### src/rtl/ccip_avmm_pkg.sv
// Shared CSR map, status layout and data width for the CCI-P MMIO Avalon-MM CSR slave.
package ccip_avmm_pkg;

  localparam int CSR_DATA_WIDTH = 64;

  localparam logic [5:0] CSR_DFH         = 6'h00;
  localparam logic [5:0] CSR_AFU_ID_L    = 6'h08;
  localparam logic [5:0] CSR_AFU_ID_H    = 6'h10;
  localparam logic [5:0] CSR_RSVD        = 6'h18;
  localparam logic [5:0] CSR_SCRATCH     = 6'h20;
  localparam logic [5:0] CSR_CYCLE_COUNT = 6'h28;
  localparam logic [5:0] CSR_STATUS      = 6'h30;
  localparam logic [5:0] CSR_READ_COUNT  = 6'h38;

  typedef struct packed {
    logic protocol_error;
    logic unmapped_read;
    logic unmapped_write;
  } t_csr_status;

endpackage

### src/rtl/avmm_rsp_delay_pipe.sv
// Fixed-delay read response pipe: {valid, data} emerges DEPTH cycles after entry.
// No backpressure; synchronous reset drops every response in flight.
module avmm_rsp_delay_pipe
  import ccip_avmm_pkg::*;
#(
  parameter int DEPTH = 2
) (
  input  logic                      clk,
  input  logic                      reset,
  input  logic                      in_vld,
  input  logic [CSR_DATA_WIDTH-1:0] in_dat,
  output logic                      out_vld,
  output logic [CSR_DATA_WIDTH-1:0] out_dat
);

  logic [DEPTH-1:0]                     vld_q;
  logic [DEPTH-1:0][CSR_DATA_WIDTH-1:0] dat_q;

  always_ff @(posedge clk) begin
    if (reset) begin
      vld_q <= '0;
      dat_q <= '0;
    end else begin
      vld_q[0] <= in_vld;
      dat_q[0] <= in_dat;
      for (int i = 1; i < DEPTH; i++) begin
        vld_q[i] <= vld_q[i-1];
        dat_q[i] <= dat_q[i-1];
      end
    end
  end

  assign out_vld = vld_q[DEPTH-1];
  assign out_dat = dat_q[DEPTH-1];

endmodule

### src/rtl/ccip_avmm_mmio_csr_slave.sv
// AFU CSR block on the MMIO bridge's Avalon-MM port: DFH, AFU ID, scratch, counters, status.
// Reads answer exactly once after READ_LATENCY cycles; waitrequest only stalls just after reset.
module ccip_avmm_mmio_csr_slave
  import ccip_avmm_pkg::*;
#(
  parameter int          ADDR_WIDTH   = 18,
  parameter int          READ_LATENCY = 2,
  parameter logic [63:0] DFH_VALUE    = 64'h1000_0000_0000_1000,
  parameter logic [63:0] AFU_ID_L     = 64'h0,
  parameter logic [63:0] AFU_ID_H     = 64'h0
) (
  input  logic                  clk,
  input  logic                  reset,
  input  logic [ADDR_WIDTH-1:0] avmm_address,
  input  logic                  avmm_read,
  input  logic                  avmm_write,
  input  logic [63:0]           avmm_writedata,
  input  logic [7:0]            avmm_byteenable,
  output logic                  avmm_waitrequest,
  output logic [63:0]           avmm_readdata,
  output logic                  avmm_readdatavalid
);

  logic [CSR_DATA_WIDTH-1:0] scratch;
  logic [CSR_DATA_WIDTH-1:0] cycle_count;
  logic [31:0]               read_count;
  t_csr_status               status;
  t_csr_status               status_set;
  logic [2:0]                status_clr;
  logic [CSR_DATA_WIDTH-1:0] rd_data;
  logic [5:0]                csr_off;
  logic                      mapped;
  logic                      rd_acc;
  logic                      wr_acc;
  logic                      unused_addr_lsb;

  assign unused_addr_lsb = ^avmm_address[2:0];
  assign csr_off = {avmm_address[5:3], 3'b000};
  assign mapped  = (avmm_address[ADDR_WIDTH-1:6] == '0);
  // A simultaneous read+write is served as a read; the write half is discarded.
  assign rd_acc  = avmm_read & ~avmm_waitrequest;
  assign wr_acc  = avmm_write & ~avmm_read & ~avmm_waitrequest;

  always_comb begin
    rd_data = '0;
    if (mapped) begin
      case (csr_off)
        CSR_DFH:         rd_data = DFH_VALUE;
        CSR_AFU_ID_L:    rd_data = AFU_ID_L;
        CSR_AFU_ID_H:    rd_data = AFU_ID_H;
        CSR_SCRATCH:     rd_data = scratch;
        CSR_CYCLE_COUNT: rd_data = cycle_count;
        CSR_STATUS:      rd_data = {61'b0, status};
        CSR_READ_COUNT:  rd_data = {32'b0, read_count};
        default:         rd_data = '0;
      endcase
    end
  end

  always_comb begin
    status_set.protocol_error = avmm_read & avmm_write & ~avmm_waitrequest;
    status_set.unmapped_read  = rd_acc & ~mapped;
    status_set.unmapped_write = wr_acc & ~mapped;
    status_clr = '0;
    if (wr_acc && mapped && csr_off == CSR_STATUS && avmm_byteenable[0])
      status_clr = avmm_writedata[2:0];
  end

  always_ff @(posedge clk) begin
    if (reset) begin
      avmm_waitrequest <= 1'b1;
      scratch          <= '0;
      cycle_count      <= '0;
      status           <= '0;
      read_count       <= '0;
    end else begin
      avmm_waitrequest <= 1'b0;
      if (wr_acc && mapped && csr_off == CSR_CYCLE_COUNT)
        cycle_count <= '0;
      else
        cycle_count <= cycle_count + 64'd1;
      for (int i = 0; i < 8; i++) begin
        if (wr_acc && mapped && csr_off == CSR_SCRATCH && avmm_byteenable[i])
          scratch[8*i +: 8] <= avmm_writedata[8*i +: 8];
      end
      // Set wins over a same-cycle clear of the same bit.
      status <= (status & ~status_clr) | status_set;
      if (rd_acc && read_count != 32'hFFFF_FFFF)
        read_count <= read_count + 32'd1;
    end
  end

  avmm_rsp_delay_pipe #(
    .DEPTH (READ_LATENCY)
  ) u_rsp_pipe (
    .clk     (clk),
    .reset   (reset),
    .in_vld  (rd_acc),
    .in_dat  (rd_data),
    .out_vld (avmm_readdatavalid),
    .out_dat (avmm_readdata)
  );

endmodule
### config.mk
export PLATFORM = sky130hd
export DESIGN_NAME = ccip_avmm_mmio_csr_slave
export DESIGN_NICKNAME = d
export VERILOG_FILES = /design/src/rtl/ccip_avmm_pkg.sv /design/src/rtl/avmm_rsp_delay_pipe.sv /design/src/rtl/ccip_avmm_mmio_csr_slave.sv
export SDC_FILE = /design/constraint.sdc
export NUM_CORES = 1
export LEC_CHECK = 0
export ABC_CLOCK_PERIOD_IN_PS = 4450
export CORE_ASPECT_RATIO = 1.5
export CORE_MARGIN = 2
export CORE_UTILIZATION = 51
export CTS_CLUSTER_SIZE = 24
export DETAILED_ROUTE_END_ITERATION = 12
export GPL_TIMING_DRIVEN = 0
export PLACE_DENSITY = 0.8
export SYNTH_ARGS = -nofsm -noshare
export SYNTH_HDL_FRONTEND = slang
export SYNTH_HIERARCHICAL = 1
export SYNTH_SLANG_ARGS = --single-unit
### constraint.sdc
create_clock -name clk -period 4.45 [get_ports clk]
set_clock_uncertainty 0.15 [all_clocks]
set_input_delay 0.89 -clock clk [delete_from_list [all_inputs] [get_ports clk]]
set_output_delay 0.89 -clock clk [all_outputs]
set_load 0.01 [all_outputs]
==> results.txt <==
----------------------------------------------------
[Setup path]
  Data required time at the worst endpoint ... 4.76 ns
  Arrival time reported for the critical path endpoint ... 4.48 ns
  Crit path kind ... input port to flop
  Largest fanout of any net on the critical path ... 10
  Kind of end point of the critical path ... flop
  Startpoint class of the critical path ... input port

[GRT]
  Vias in the first global route ... 10200
  Antenna violations before repair ... 0
  Met3 Use GR ... 2.41%
  Pin count of the biggest net entering global routing ... 16
  Grt total ovfl ... 0
  Most utilized layer in the global route result ... met2
  Global-route met2 utilization ... 47.8%
  Global-route usage over all layers ... 25.5%
  Global-route wire length before repair ... 51.2 mm
  Met1 usage in global routing ... 28.2%

[CTS]
  CTS tree ... yes
  Post-CTS Hold Fix Bufs ... 0
  Post-CTS Setup Inserts ... 0
  Clock-pin slew on the worst setup and hold paths ... 0.07 ns
  Clock latency at the later pin of the worst-skew pair ... 0.54 ns
  Number of buffers inserted during clock tree synthesis ... 26
  CTS-repair resized insts ... 0
  Master cell of the clock root buffer ... sky130_fd_sc_hd__clkbuf_16
  Clock Tree Buf Depth ... 3
  Count of clock tree sinks ... 294
  H-tree Lvls ... 1

[Run status]
  Status ... completed

[Logic synthesis]
  Yosys Warn Count ... 6
  Largest area contributor in the synthesized netlist ... sky130_fd_sc_hd__dfxtp_1
  Cells after synthesis ... 1415
  Synth area leaders ... sky130_fd_sc_hd__dfxtp_1 (48%), sky130_fd_sc_hd__nor2b_1 (6.9%), sky130_fd_sc_hd__nand2_1 (5.0%), sky130_fd_sc_hd__a21oi_1 (5.0%), sky130_fd_sc_hd__buf_4 (4.0%)
  Most used DFF post-synth ... sky130_fd_sc_hd__dfxtp_1
  Synth top area share ... 48.2%
  Share of synthesized flip-flops with an asynchronous set or reset ... 0%
  Synthesized netlist net count ... 1511
  Yosys reg bits ... 294
  Mean cell area of the mapped netlist ... 8.64 µm²
  Count of different cell masters after synthesis ... 43
  Share of the yosys chip area belonging to registers ... 48.2%
  Mapped Area ... 12200 µm²
  Count of flip-flops with a built-in enable after synthesis ... 0

[Route]
  Post-detailed-route DRC marker count ... 0
  Post-detailed-routing wire length ... 32.8 mm
  DRC marker count from the first detailed-route iteration ... 726
  Remaining antenna violation count after routing ... 0
  Count of vias placed by the detailed router ... 10700
  Drt pass-1 iters ... 6
  Routed wirelength normalized by instance count ... 16.9 µm
  Avg Vias per Cell ... 5.54

[Timing]
  Setup TNS Final ... 0 ns
  Count of final setup violators ... 0
  FMAX ... 240 MHz
  Slew HR ... 31.5%
  Share of the clock period used by the worst path ... 93.6%
  Min Clock Period, post-route ... 4.17 ns
  RSZ-0062 raised after global routing ... false
  Count of endpoints failing hold in the final timing report ... 0
  Actual transition at the worst max-transition pin ... 1.03 ns
  Pins over their slew limit ... 0

[Layout]
  Total inserted antenna cells ... 0
  Multi-input gate area ... 5450 µm²
  Final cell count without fillers ... 1937
  Register cell area after layout ... 5890 µm²
  Count of filler cells inserted in the layout ... 2049
  Final standard cell utilization of the core ... 63.6%
  Layout net count ... 1694
  Area delta synth->final ... 23.2%
  Share of layout cells above drive strength 1 ... 9.70%

[Floorplanning]
  Placeable Area ... 23700 µm²
  Die width ... 130 µm
  Die height ... 194 µm
  Die footprint ... 25200 µm²
  Cell Rows ... 69
  Number of placed I/O pins ... 160
  Initial Util ... 51.7%

[Placement]
  Placed insts ... 1889
  Final weighted congestion of routability-driven global placement ... 0.952
  Final HPWL DP ... 24.1 mm
  Count of input and output buffers ... 155

[Power and ir drop]
  Leakage power summed over all cells ... 5.14 nW
  Maximum resistive drop on vdd ... 0.338 mV
  Power per cell area ... 345 nW/µm²

[Run]
  Max-capacitance violation count ... 0

[Hold path]
  Class of the worst hold path ... flop to flop

----------------------------------------------------
placed cells by master (no fill, tap or decap), types with 13 or more instances in the layout:
cell type	instances
sky130_fd_sc_hd__dfxtp_1	294
sky130_fd_sc_hd__nand2_1	162
sky130_fd_sc_hd__clkdlybuf4s50_1	155
sky130_fd_sc_hd__nor2b_1	135
sky130_fd_sc_hd__a21oi_1	121
sky130_fd_sc_hd__nor2_1	119
sky130_fd_sc_hd__clkbuf_1	65
sky130_fd_sc_hd__buf_4	65
sky130_fd_sc_hd__a22oi_1	59
sky130_fd_sc_hd__nand3_1	54
sky130_fd_sc_hd__o21ai_0	45
sky130_fd_sc_hd__nand4_1	38
sky130_fd_sc_hd__or3_1	37
sky130_fd_sc_hd__mux2_2	27
sky130_fd_sc_hd__or4_1	27
sky130_fd_sc_hd__clkbuf_16	27
sky130_fd_sc_hd__inv_1	22
sky130_fd_sc_hd__o31ai_1	22
sky130_fd_sc_hd__buf_2	17
sky130_fd_sc_hd__xor2_1	15
sky130_fd_sc_hd__and3_1	13
critical path: stages:
cell and delay [ns]:
sky130_fd_sc_hd__clkdlybuf4s50_1 0.45, sky130_fd_sc_hd__clkbuf_1 0.31, sky130_fd_sc_hd__nor3_1 0.73, sky130_fd_sc_hd__clkbuf_1 0.61, sky130_fd_sc_hd__clkbuf_1 0.65, sky130_fd_sc_hd__clkbuf_1 0.42
sky130_fd_sc_hd__a22oi_1 0.14, sky130_fd_sc_hd__nor2_1 0.12, sky130_fd_sc_hd__nor2b_1 0.15
sequential cells by signal (all words and copies together) (netlist names):
signal / cells
status: 3
scratch: 64
avmm_waitrequest: 1
read_count: 32
u_rsp_pipe/out_dat: 64
u_rsp_pipe/vld_q: 2
cycle_count: 64
u_rsp_pipe/dat_q: 64
final timing paths:
check | startpoint | end | slack (ns) | cells past startpoint
max | avmm_address[3] | u_rsp_pipe/dat_q[41] | 0.28 | 9
min reg2reg | u_rsp_pipe/dat_q[34] | u_rsp_pipe/out_dat[34] | 0.29 | 1
min | u_rsp_pipe/dat_q[34] | u_rsp_pipe/out_dat[34] | 0.29 | 1
max reg2reg | cycle_count[0] | cycle_count[48] | 1.37 | 7
Yosys cell counts (all sizes together) (2+ instances only):
cell type / count
a31o: 2
mux2: 27
a31oi: 2
and3: 13
nor2: 119
dfxtp: 294
ha: 2
o211ai: 4
nand4: 39
nor2b: 135
a21oi: 121
buf: 87
nor3: 12
inv: 22
xor2: 15
or3: 37
o2111ai: 2
a221oi: 2
nor4: 13
nand2: 162
o31ai: 22
a22oi: 59
mux2i: 10
xnor2: 11
or2: 3
and4: 8
o21ai: 45
nand3: 54
or4: 27
clkbuf: 57
final cells by class:
class / count / area share (%)
plain buffers: 144 / 5.35
clock inverters: 7 / 0.632
multi-input cells: 955 / 36.2
clock buffers: 41 / 5.24
well taps: 319 / 2.65
flip-flops and latches: 294 / 39.1
inverters: 22 / 0.549
repair buffers: 155 / 10.3
metrics by stage:
step	power, mW	cell area, µm²	worst slack [ns]	hold WS (ns)
after floorplan	2.78	12200	1.68	0.264
after global placement	2.92	14200	-0.0935	0.266
after detailed placement	2.92	14200	-0.0802	0.270
after CTS	5.20	15100	0.431	0.286
after global routing	5.31	15100	0.205	0.301
final	5.19	15100	0.285	0.285
routing by layer:
| layer | vias to the layer above | wire, µm |
|---|---|---|
| li1 | 5220 | - |
| met1 | 5046 | 12000 |
| met2 | 365 | 17600 |
| met3 | 95 | 1550 |
| met4 | 0 | 1620 |
| met5 | - | 0 |
where the power goes:
part,internal (mW),switching (mW)
Combinational,0.0965,0.125
Clock,1.34,0.988
Sequential,2.64,0.00582
cell families after synthesis:
group	Yosys count	share of synthesized area [%]
buf+inv	166	7.27
fa+ha+maj	2	0.205
flops	294	48.2
simple gates	626	26.2
mux	38	3.49
xor+xnor	26	1.86
compound gates	263	12.8
Power figures use the tool's default switching activity.
